$ cat src/rtl/vend_if.sv
`default_nettype none
// +----------------------------------------------------------------------+
// | Module  : vend_if                                                    |
// | Brief   : Customer/restock strobes and registered vending responses. |
// | Revision: 1.0                                                        |
// +----------------------------------------------------------------------+
interface vend_if;
  logic       sel_valid;
  logic [2:0] sel_id;
  logic       coin_valid;
  logic [3:0] coin_value;
  logic       cancel;
  logic       restock_valid;
  logic [2:0] restock_id;
  logic [3:0] restock_amount;
  logic       restock_err;
  logic       busy;
  logic       sold_out;
  logic       coin_reject;
  logic       dispense;
  logic [2:0] dispense_id;
  logic       change_valid;
  logic [4:0] change_amount;

  modport master (
    output sel_valid, sel_id, coin_valid, coin_value, cancel,
           restock_valid, restock_id, restock_amount,
    input  restock_err, busy, sold_out, coin_reject, dispense, dispense_id,
           change_valid, change_amount
  );

  modport slave (
    input  sel_valid, sel_id, coin_valid, coin_value, cancel,
           restock_valid, restock_id, restock_amount,
    output restock_err, busy, sold_out, coin_reject, dispense, dispense_id,
           change_valid, change_amount
  );
endinterface
`default_nettype wire

$ cat src/rtl/vend_controller.sv
`default_nettype none
// +----------------------------------------------------------------------+
// | Module  : vend_controller                                            |
// | Brief   : Purchase FSM with 8-entry stock/price table and restock.   |
// | Revision: 1.0                                                        |
// +----------------------------------------------------------------------+
module vend_controller #(
  parameter logic [31:0] PRICE_INIT     = 32'h0000_0000,
  parameter int          TIMEOUT_CYCLES = 1000
) (
  input  wire logic clk,
  input  wire logic rst_n,
  vend_if.slave     bus
);

  localparam int                   c_TIMER_W = $clog2(TIMEOUT_CYCLES + 1);
  localparam logic [c_TIMER_W-1:0] c_TIMEOUT = c_TIMER_W'(TIMEOUT_CYCLES);

  typedef enum logic [2:0] {
    S_IDLE     = 3'd0,
    S_COLLECT  = 3'd1,
    S_DISPENSE = 3'd2,
    S_CHANGE   = 3'd3,
    S_REFUND   = 3'd4
  } state_t;

  state_t               r_state;
  state_t               w_state_next;
  logic [3:0]           r_count [8];
  logic [3:0]           w_count_next [8];
  logic [3:0]           w_price [8];
  logic [7:0]           w_err_vec;
  logic [2:0]           r_id;
  logic [3:0]           r_price_sel;
  logic [4:0]           r_credit;
  logic [4:0]           w_credit_next;
  logic [c_TIMER_W-1:0] r_timer;
  logic [c_TIMER_W-1:0] w_timer_next;
  logic [c_TIMER_W-1:0] w_timer_inc;
  logic [5:0]           w_coin_sum;
  logic [4:0]           w_credit_coin;
  logic [4:0]           w_change_diff;

  logic       w_latch;
  logic       w_sold_out;
  logic       w_dispense;
  logic       w_change_valid;
  logic [4:0] w_change_amount;

  logic       r_restock_err;
  logic       r_busy;
  logic       r_sold_out;
  logic       r_coin_reject;
  logic       r_dispense;
  logic [2:0] r_dispense_id;
  logic       r_change_valid;
  logic [4:0] r_change_amount;

  // Dispense decrement and restock add are folded into one saturating sum.
  genvar gi;
  generate
    for (gi = 0; gi < 8; gi++) begin : g_entry
      logic       w_dec;
      logic [3:0] w_add;
      logic [4:0] w_sum;
      assign w_price[gi] = PRICE_INIT[4*gi +: 4];
      assign w_dec = (r_state == S_DISPENSE) && (r_id == 3'(gi));
      assign w_add = (bus.restock_valid && (bus.restock_id == 3'(gi))) ?
                     bus.restock_amount : 4'd0;
      assign w_sum = {1'b0, r_count[gi]} - {4'b0, w_dec} + {1'b0, w_add};
      assign w_count_next[gi] = w_sum[4] ? 4'd15 : w_sum[3:0];
      assign w_err_vec[gi]    = w_sum[4];
    end
  endgenerate

  assign w_coin_sum    = {1'b0, r_credit} + {2'b0, bus.coin_value};
  assign w_credit_coin = w_coin_sum[5] ? 5'd31 : w_coin_sum[4:0];
  assign w_timer_inc   = r_timer + 1'b1;
  assign w_change_diff = r_credit - {1'b0, r_price_sel};

  always_comb begin
    w_state_next    = r_state;
    w_credit_next   = r_credit;
    w_timer_next    = r_timer;
    w_latch         = 1'b0;
    w_sold_out      = 1'b0;
    w_dispense      = 1'b0;
    w_change_valid  = 1'b0;
    w_change_amount = 5'd0;
    case (r_state)
      S_IDLE: begin
        if (bus.sel_valid) begin
          if (r_count[bus.sel_id] == 4'd0) begin
            w_sold_out = 1'b1;
          end else begin
            w_state_next  = S_COLLECT;
            w_latch       = 1'b1;
            w_credit_next = 5'd0;
            w_timer_next  = '0;
          end
        end
      end
      S_COLLECT: begin
        if (bus.coin_valid) begin
          w_credit_next = w_credit_coin;
          w_timer_next  = '0;
        end else begin
          w_timer_next  = w_timer_inc;
        end
        // Cancel outranks a purchase; the dispense test uses pre-coin credit.
        if (bus.cancel) begin
          w_state_next    = S_REFUND;
          w_change_valid  = (w_credit_next != 5'd0);
          w_change_amount = w_credit_next;
        end else if (r_credit >= {1'b0, r_price_sel}) begin
          w_state_next = S_DISPENSE;
          w_dispense   = 1'b1;
        end else if (!bus.coin_valid && (w_timer_inc == c_TIMEOUT)) begin
          w_state_next    = S_REFUND;
          w_change_valid  = (r_credit != 5'd0);
          w_change_amount = r_credit;
        end
      end
      S_DISPENSE: begin
        w_state_next    = S_CHANGE;
        w_change_valid  = (w_change_diff != 5'd0);
        w_change_amount = w_change_diff;
      end
      S_CHANGE, S_REFUND: begin
        w_state_next  = S_IDLE;
        w_credit_next = 5'd0;
      end
      default: begin
        w_state_next  = S_IDLE;
        w_credit_next = 5'd0;
      end
    endcase
  end

  always_ff @(posedge clk or negedge rst_n) begin
    if (!rst_n) begin
      r_state         <= S_IDLE;
      r_id            <= 3'd0;
      r_price_sel     <= 4'd0;
      r_credit        <= 5'd0;
      r_timer         <= '0;
      r_restock_err   <= 1'b0;
      r_busy          <= 1'b0;
      r_sold_out      <= 1'b0;
      r_coin_reject   <= 1'b0;
      r_dispense      <= 1'b0;
      r_dispense_id   <= 3'd0;
      r_change_valid  <= 1'b0;
      r_change_amount <= 5'd0;
      for (int i = 0; i < 8; i++) r_count[i] <= 4'd0;
    end else begin
      r_state         <= w_state_next;
      r_credit        <= w_credit_next;
      r_timer         <= w_timer_next;
      r_restock_err   <= |w_err_vec;
      r_busy          <= (w_state_next != S_IDLE);
      r_sold_out      <= w_sold_out;
      r_coin_reject   <= bus.coin_valid && (r_state != S_COLLECT);
      r_dispense      <= w_dispense;
      r_dispense_id   <= w_dispense ? r_id : 3'd0;
      r_change_valid  <= w_change_valid;
      r_change_amount <= w_change_valid ? w_change_amount : 5'd0;
      for (int i = 0; i < 8; i++) r_count[i] <= w_count_next[i];
      if (w_latch) begin
        r_id        <= bus.sel_id;
        r_price_sel <= w_price[bus.sel_id];
      end
    end
  end

  assign bus.restock_err   = r_restock_err;
  assign bus.busy          = r_busy;
  assign bus.sold_out      = r_sold_out;
  assign bus.coin_reject   = r_coin_reject;
  assign bus.dispense      = r_dispense;
  assign bus.dispense_id   = r_dispense_id;
  assign bus.change_valid  = r_change_valid;
  assign bus.change_amount = r_change_amount;

endmodule
`default_nettype wire

$ cat src/flat_wrapper.sv
// flat-port wrapper written by rule: the top's interface ports become plain ports
module vend_controller_flat 
#(
  parameter logic [31:0] PRICE_INIT     = 32'h0000_0000,
  parameter int          TIMEOUT_CYCLES = 1000
)
  (clk, rst_n, bus_sel_valid, bus_sel_id, bus_coin_valid, bus_coin_value, bus_cancel, bus_restock_valid, bus_restock_id, bus_restock_amount, bus_restock_err, bus_busy, bus_sold_out, bus_coin_reject, bus_dispense, bus_dispense_id, bus_change_valid, bus_change_amount);
  vend_if bus_i ();
  input  wire logic clk;
  input  wire logic rst_n;
  input wire logic [$bits(bus_i.sel_valid)-1:0] bus_sel_valid;
  input wire logic [$bits(bus_i.sel_id)-1:0] bus_sel_id;
  input wire logic [$bits(bus_i.coin_valid)-1:0] bus_coin_valid;
  input wire logic [$bits(bus_i.coin_value)-1:0] bus_coin_value;
  input wire logic [$bits(bus_i.cancel)-1:0] bus_cancel;
  input wire logic [$bits(bus_i.restock_valid)-1:0] bus_restock_valid;
  input wire logic [$bits(bus_i.restock_id)-1:0] bus_restock_id;
  input wire logic [$bits(bus_i.restock_amount)-1:0] bus_restock_amount;
  output wire logic [$bits(bus_i.restock_err)-1:0] bus_restock_err;
  output wire logic [$bits(bus_i.busy)-1:0] bus_busy;
  output wire logic [$bits(bus_i.sold_out)-1:0] bus_sold_out;
  output wire logic [$bits(bus_i.coin_reject)-1:0] bus_coin_reject;
  output wire logic [$bits(bus_i.dispense)-1:0] bus_dispense;
  output wire logic [$bits(bus_i.dispense_id)-1:0] bus_dispense_id;
  output wire logic [$bits(bus_i.change_valid)-1:0] bus_change_valid;
  output wire logic [$bits(bus_i.change_amount)-1:0] bus_change_amount;
  assign bus_i.sel_valid = bus_sel_valid;
  assign bus_i.sel_id = bus_sel_id;
  assign bus_i.coin_valid = bus_coin_valid;
  assign bus_i.coin_value = bus_coin_value;
  assign bus_i.cancel = bus_cancel;
  assign bus_i.restock_valid = bus_restock_valid;
  assign bus_i.restock_id = bus_restock_id;
  assign bus_i.restock_amount = bus_restock_amount;
  assign bus_restock_err = bus_i.restock_err;
  assign bus_busy = bus_i.busy;
  assign bus_sold_out = bus_i.sold_out;
  assign bus_coin_reject = bus_i.coin_reject;
  assign bus_dispense = bus_i.dispense;
  assign bus_dispense_id = bus_i.dispense_id;
  assign bus_change_valid = bus_i.change_valid;
  assign bus_change_amount = bus_i.change_amount;
  vend_controller #(.PRICE_INIT(PRICE_INIT), .TIMEOUT_CYCLES(TIMEOUT_CYCLES)) u_core (.clk(clk), .rst_n(rst_n), .bus(bus_i));
endmodule
$ cat config.mk
export PLATFORM = sky130hd
export DESIGN_NAME = vend_controller_flat
export DESIGN_NICKNAME = d
export VERILOG_FILES = /design/src/rtl/vend_if.sv /design/src/rtl/vend_controller.sv /design/src/flat_wrapper.sv
export SDC_FILE = /design/constraint.sdc
export NUM_CORES = 1
export LEC_CHECK = 0
export ABC_AREA = 1
export CAP_MARGIN = 20
export CELL_PAD_IN_SITES_DETAIL_PLACEMENT = 2
export CELL_PAD_IN_SITES_GLOBAL_PLACEMENT = 2
export CORE_ASPECT_RATIO = 0.75
export CORE_UTILIZATION = 25
export CTS_CLUSTER_DIAMETER = 40
export DETAILED_ROUTE_END_ITERATION = 10
export PLACE_DENSITY_LB_ADDON = 0.1
export SLEW_MARGIN = 0
export SYNTH_ARGS = -nofsm -noshare
export SYNTH_HDL_FRONTEND = slang
export SYNTH_SLANG_ARGS = --single-unit
$ cat constraint.sdc
create_clock -name clk -period 5.7 [get_ports clk]
set_clock_uncertainty 0.15 [all_clocks]
set_input_delay 1.425 -clock clk [delete_from_list [all_inputs] [get_ports clk]]
set_output_delay 1.425 -clock clk [all_outputs]
set_load 0.1 [all_outputs]
==> results of run 1 <==
worst paths after layout:
path | start | end | depth (start not counted) | slack [ps]
max in group asynchronous | rst_n | u_core.r_state[2] | 2 | 3740
min in group asynchronous | rst_n | u_core.r_count[21] | 2 | 1120
hold reg to reg | u_core.r_id[2] | u_core.r_id[2] | 2 | 350
hold / removal | u_core.r_id[2] | u_core.r_id[2] | 2 | 350
setup / recovery | bus_restock_id[0] | u_core.bus.restock_err | 17 | 1340
setup reg to reg | u_core.r_state[2] | u_core.bus.restock_err | 15 | 2110
cell usage after synthesis (3+ instances only):
| cell | number |
|---|---|
| inv_1 | 137 |
| nand2_1 | 109 |
| ha_1 | 68 |
| dfrtp_1 | 57 |
| nor2_1 | 49 |
| nand3_1 | 33 |
| o21ai_0 | 19 |
| a21oi_1 | 17 |
| nor3_1 | 12 |
| fa_1 | 9 |
| nand3b_1 | 9 |
| or2_2 | 8 |
| nand3_2 | 5 |
| inv_2 | 4 |
| o21ai_1 | 4 |
| xnor2_2 | 4 |
| xor2_1 | 4 |
| buf_1 | 3 |
| nand2_2 | 3 |
cells by family (layout without fill, tap and decap cells):
group,count (synthesis),in the layout
buffers and inverters,145,192
adder cells (fa/ha/maj),77,77
XOR/XNOR,9,9
AND/OR/NAND/NOR,240,240
flip-flops,57,57
AO/OA/AOI/OAI,42,42
metal layers:
layer / vias to the layer above / share of wire (%) / global-route usage (%)
met2: 31 / 42 / 24.0
met1: 1815 / 55 / 23.7
met5: - / 0 / 0
met4: 0 / 1.1 / 4.11
met3: 10 / 2.3 / 3.13
li1: 1845 / - / -
state kept, by name, summed over array words and instances (netlist names):
register / cells
u_core.bus.change_amount: 5
u_core.bus.change_valid: 1
u_core.bus.busy: 1
u_core.bus.dispense_id: 3
u_core.r_id: 3
u_core.bus.sold_out: 1
u_core.r_state: 3
u_core.r_count: 32
u_core.bus.dispense: 1
u_core.bus.coin_reject: 1
u_core.r_credit: 5
u_core.bus.restock_err: 1
per-stage QoR:
| step | hold slack (ps) | std cells | utilization [%] | setup slack, ps |
|---|---|---|---|---|
| floorplan | 314 | 570 | - | 2100 |
| global placement | 335 | 837 | 29.6 | 1020 |
| detailed placement | 337 | 837 | 29.6 | 931 |
| CTS | 351 | 853 | 31.5 | 1260 |
| global route | 376 | 853 | 31.5 | 1040 |
| finish | 351 | 853 | 31.5 | 1340 |
power breakdown:
part	leakage, nW	switching [W]	internal (W)	total, W
Clock	0.151	0.000203	0.000373	0.000576
Combinational	2.11	0.000992	0.000527	0.00152
Sequential	0.635	0.0000855	0.000549	0.000635
cell type report:
cell class | count | area share (%)
sequential | 57 | 26.4
clock buffer | 12 | 4.94
tap | 236 | 5.47
timing repair buffer | 34 | 6.17
clock inverter | 4 | 0.927
multi-input combinational | 368 | 46.2
inverter | 142 | 9.88
worst min-delay path, cell delays in order, from the launching register on:
cell and delay [ps]:
dfrtp_1 360, nand2_1 60, nand2_1 50
==> metrics, run 1 <==
clk_lat worst skew=roughly 340 ps; detailed-route via count=approximately 3700; warnings from Yosys=0; CTS root buf=clkbuf_16; I/O Buffers=33; final hold vios=0; Tightest Hold Check Type=flop to flop; Period Utilization, post-route=about 76%; crit end category=flop; number of global-route vias before repair=~4200; Yosys cell types=33; worst-path cell chain=clkdlybuf4s50_1 -> inv_1 -> nor2_1 -> inv_1 -> nor2_1 -> nand2_1 -> ha_1 -> inv_1 -> fa_1 -> nand2_1 -> inv_1 -> o21ai_1 -> nand2_1 -> xnor2_2 -> nand2_1 -> nor3_1 -> nand2_1; multiplexer share of the synthesized area=0%; delay-heaviest family, CP=simple AND/OR/NAND/NOR gates; gpl congestion=around 0.72; syn avg cell area=around 7.8 µm²; Ports=34; Clock transition at path regs=approximately 50 ps; pwr dens=just over 500 nW/µm²; dominant combinational cell family by area after synthesis=simple AND/OR/NAND/NOR gates; Fill cells=between 2000 and 2500; cell count after synthesis=570; top cells by area, synth=dfrtp_1, ha_1, inv_1, nand2_1, nor2_1; share of the synthesized area in the top cell type=a little under a third; Synth Area in Simple Gates=25.5%; Area growth syn-to-layout=20.9%; Total GRT Usage=between 15 and 20%; Synth Flop Type=dfrtp_1; Pwr Total=roughly 0.0027 W; CTS tree=done; setup tns final=0 ps; Req. time, crit path=~5800 ps; worst-path cell with the longest stage delay=clkdlybuf4s50_1; clock sink total=57; CTS buffer count=9; DRC=0; Post-Layout Inst Area=about 5400 µm²; total gr overflow=0; Die X=roughly 160 µm; maximum vdd drop=~0.00013 V; most frequent cells in the layout=inv_1, nand2_1, ha_1; Core ar.=about 17000 µm²; hpwl dp=roughly 11000 µm; WL per Instance=around 16 µm; CP startpoint kind=input port; Seq cells post-synth=between 50 and 60; CTS Hold Bufs=0; Initial Util=26.0%; row cnt=between 40 and 50; full die area=between 15000 and 20000 µm²; Synth Cell Area=around 4500 µm²; Buf+Inv Stages, Crit Path=5; Max Freq=approximately 230 MHz; max-cap viol count=0; status=completed; largest incremental delay on the critical path=~500 ps; Seq. cell area=1430 µm²; Tmin final=4360 ps; Setup-failing EPs final=0; drt pass-1 iters=4; H-tree levels=3; Pins Over Slew Limit=0; NumNets Final=709; initial antenna violation count=0; chip height=between 100 and 150 µm; post-CTS sizing=0; leakage=about 2.9 nW; Post-DRT Antenna Nets=0; first-pass GRT wire length=22300 µm; setup bufs post-CTS=0; Top cell by count, worst path=nand2_1; initial DRC count=94; synthesized-area fraction occupied by adder cells=23.1%; most common cell after layout, fill and taps aside=inv_1; Post-Synthesis Net Count=~670; Routed WL=13400 µm; Rel. slew slack=about 31%; area occupied by multi-input gates=between 2000 and 2500 µm²; Clock Path Buffers=2; Critical Path Fanout Max=5; Worst-Margin Slew=a little over 1000 ps; layout cells sized above 1=8.43%; Worst EP arrival=between 4000 and 5000 ps; dpl cell area=between 5000 and 6000 µm²; Post-Synth XOR/XNOR Area=2.44%; area leader, netlist=dfrtp_1; largest net degree at the start of global routing=between 50 and 60; Antenna diodes=0; drt via density=4.34; sequential element share of the synthesized area=about a third; critical path type=input port to flop; Post-synth EDFFs=0; compound-cell area share of the yosys netlist=between 4 and 5%; ys async rst share=100%; RSZ-0062 raised after global routing=false
Note: power is estimated with default switching activity, not from simulation.
==> inputs of run 2 (changes only) <==
==> constraint.sdc (replaced) <==
create_clock -name clk -period 3.8 [get_ports clk]
set_clock_uncertainty 0.15 [all_clocks]
set_input_delay 0.95 -clock clk [delete_from_list [all_inputs] [get_ports clk]]
set_output_delay 0.95 -clock clk [all_outputs]
set_load 0.1 [all_outputs]
==> metrics, run 2 (synthesis gave the netlist of run 1 again) <==
max-cap viol count=0 (unchanged); Die X=156 µm (unchanged); delay-heaviest family, CP=simple AND/OR/NAND/NOR gates (unchanged); Area growth syn-to-layout=29.9% (was 20.9%); Clock Path Buffers=2 (unchanged); R2R Path End=u_core.bus.restock_err (unchanged); R2R Setup Slk=340 ps (was 2110 ps); hpwl dp=11700 µm (was 11000 µm); initial DRC count=96 (was 94); gpl congestion=0.802 (was 0.723); DR top layer=met4 (unchanged); final hold vios=0 (unchanged); setup tns final=0 ps (unchanged); total gr overflow=0 (unchanged); CP startpoint=bus_restock_id[2] (was bus_restock_id[0]); chip height=118 µm (unchanged); drt pass-1 iters=4 (unchanged); full die area=18400 µm² (unchanged); met3 WL=295 µm (was 306 µm); Cells on Worst Hold Path=2 (unchanged); Routed WL=14200 µm (was 13400 µm); Antenna diodes=0 (unchanged); Ports=34 (unchanged); CTS root buf=clkbuf_16 (unchanged); CTS tree=done (unchanged); Fill cells=2027 (was 2009); H-tree levels=3 (unchanged); DRC=0 (unchanged); worst-path cell with the longest stage delay=clkdlybuf4s50_1 (unchanged); crit end category=flop (unchanged); layout cells sized above 1=17.8% (was 8.43%); Period Utilization, post-route=between 90% and 100%; NumNets Final=751 (was 709); critical path type=input port to flop (unchanged); Clock transition at path regs=60 ps (was 50 ps); status=completed (unchanged); clock sink total=57 (unchanged); Max Freq=273 MHz; Post-Layout Inst Area=5800 µm² (was 5400 µm²); Most flops, register=u_core.r_count (unchanged); maximum vdd drop=0.000199 V (was 0.000133 V); initial antenna violation count=0 (unchanged); Rel. slew slack=34.9% (was 30.9%); Top cell by count, worst path=nand2_1 (unchanged); hold endpoint=u_core.r_id[2] (unchanged); first-pass GRT wire length=23400 µm (was 22300 µm); Tightest Hold Check Type=flop to flop (unchanged); Worst EP arrival=3740 ps (was 4420 ps); Pins Over Slew Limit=0 (unchanged); pwr dens=789 nW/µm² (was 506 nW/µm²); I/O Buffers=33 (unchanged); Core Util, Final=33.8% (was 31.5%); CP startpoint kind=input port (unchanged); max FFs per register=32 (unchanged); worst-path cell chain=clkdlybuf4s50_1 -> nand2_1 -> buf_4 -> nor2_4 -> nand2_1 -> ha_1 -> inv_1 -> fa_1 -> nand2_1 -> inv_1 -> o21ai_1 -> nand2_1 -> xnor2_2 -> nand2_1 -> nor3_4 -> nand2_1 (was clkdlybuf4s50_1 -> inv_1 -> nor2_1 -> inv_1 -> nor2_1 -> nand2_1 -> ha_1 -> inv_1 -> fa_1 -> nand2_1 -> inv_1 -> o21ai_1 -> nand2_1 -> xnor2_2 -> nand2_1 -> nor3_1 -> nand2_1); Setup-failing EPs final=0 (unchanged); R2R depth=15 (unchanged); routed wl met2=6250 µm (was 5650 µm); largest incremental delay on the critical path=500 ps (about the same); Worst-Margin Slew=973 ps (was 1030 ps); clk_lat worst skew=340 ps (about the same); largest net degree at the start of global routing=22 (was 58); Buf+Inv Stages, Crit Path=4 (was 5); Req. time, crit path=3870 ps (was 5760 ps); most common cell after layout, fill and taps aside=inv_1 (unchanged); leakage=3.15 nW (was 2.90 nW); dpl cell area=5390 µm² (was 5080 µm²); row cnt=41 (unchanged); Core ar.=17100 µm² (unchanged); WL per Instance=15.9 µm (was 15.7 µm); setup bufs post-CTS=0 (unchanged); detailed-route via count=3868 (was 3701); RSZ-0062 raised after global routing=true (was false); Initial Util=26.0% (unchanged); Critical Path Fanout Max=7 (was 5); CTS Hold Bufs=0 (unchanged); drt via density=4.32 (was 4.34); most frequent cells in the layout=inv_1, nand2_1, ha_1 (unchanged); Post-DRT Antenna Nets=0 (unchanged); Tmin final=approximately 3700 ps; Hold Startpoint=u_core.r_id[2] (unchanged); number of global-route vias before repair=4359 (was 4151); CTS buffer count=9 (unchanged); met1 wire length=7440 µm (was 7310 µm); Reg2Reg Launch Point=u_core.r_state[2] (unchanged); Total GRT Usage=17.0% (was 16.2%)
-- run 2: power breakdown --
| part | internal, W | switching, W | total, W |
|---|---|---|---|
| clock | 0.000654 | 0.000306 | 0.000960 |
| sequential | 0.000824 | 0.000129 | 0.000953 |
| combinational | 0.00103 | 0.00162 | 0.00266 |
-- run 2: what timing repair did --
| action | in CTS | in global routing |
|---|---|---|
| endpoints found under the hold margin | 0 | 0 |
| setup endpoints to repair | 1 | 14 |
| resized for setup | 1 | 16 |
| pin swaps | 0 | 2 |
-- run 2: how the worst max path moves through the flow --
stage	endpoint	slack, ps	cells after the start
floorplan	u_core.bus.restock_err	670	16
global placement	u_core.bus.restock_err	-350	17
detailed placement	u_core.bus.restock_err	-400	17
CTS	u_core.bus.restock_err	20	18
global route	u_core.bus.restock_err	-90	17
finish	u_core.bus.restock_err	130	16
-- run 2: cell type report --
cell class                 count  area [µm²]  area share (%)
clock inverter                 6         105            1.81
sequential                    57        1430            24.6
timing repair buffer          76         638            11.0
multi-input combinational    368        2560            44.2
clock buffer                  10         239            4.12
inverter                     142         533            9.19
tap                          236         295            5.09
-- run 2: metal layers --
| metal | up-vias | track usage (%) |
|---|---|---|
| met1 | 1906 | 24.2 |
| li1 | 1924 | - |
| met2 | 28 | 26.0 |
| met5 | - | 0 |
| met4 | 0 | 4.90 |
| met3 | 10 | 3.20 |
-- run 2: per-stage QoR --
step	hold WS (ps)	std cells	total power (W)	setup WS (ps)
3_5_place_dp	346	879	0.00357	-403
4_1_cts	369	895	0.00460	22.5
2_1_floorplan	314	570	0.00259	673
6_report	362	895	0.00457	133
5_1_grt	391	895	0.00501	-92.1
3_3_place_gp	343	879	0.00345	-355
-- run 2: worst register-to-register path: stages (launching register included) --
cell,delay (ps)
dfrtp_1,430
nor3_2,460
nand2_1,210
nor2_1,270
ha_1,160
inv_1,40
ha_1,220
fa_1,400
nand2_1,70
inv_1,50
o21ai_1,150
nand2_1,110
xnor2_2,200
nand2_1,120
nor3_4,230
nand2_1,80
==> inputs of run 3 (changes only) <==
--- a/config.mk
+++ b/config.mk
@@ -14,7 +14,7 @@
 export CTS_CLUSTER_DIAMETER = 40
 export DETAILED_ROUTE_END_ITERATION = 10
 export PLACE_DENSITY_LB_ADDON = 0.1
-export SLEW_MARGIN = 0
+export SLEW_MARGIN = 10
 export SYNTH_ARGS = -nofsm -noshare
 export SYNTH_HDL_FRONTEND = slang
 export SYNTH_SLANG_ARGS = --single-unit
==> results of run 3 <==
No change in the layout: final DEF, timing and power equal those of run 2.
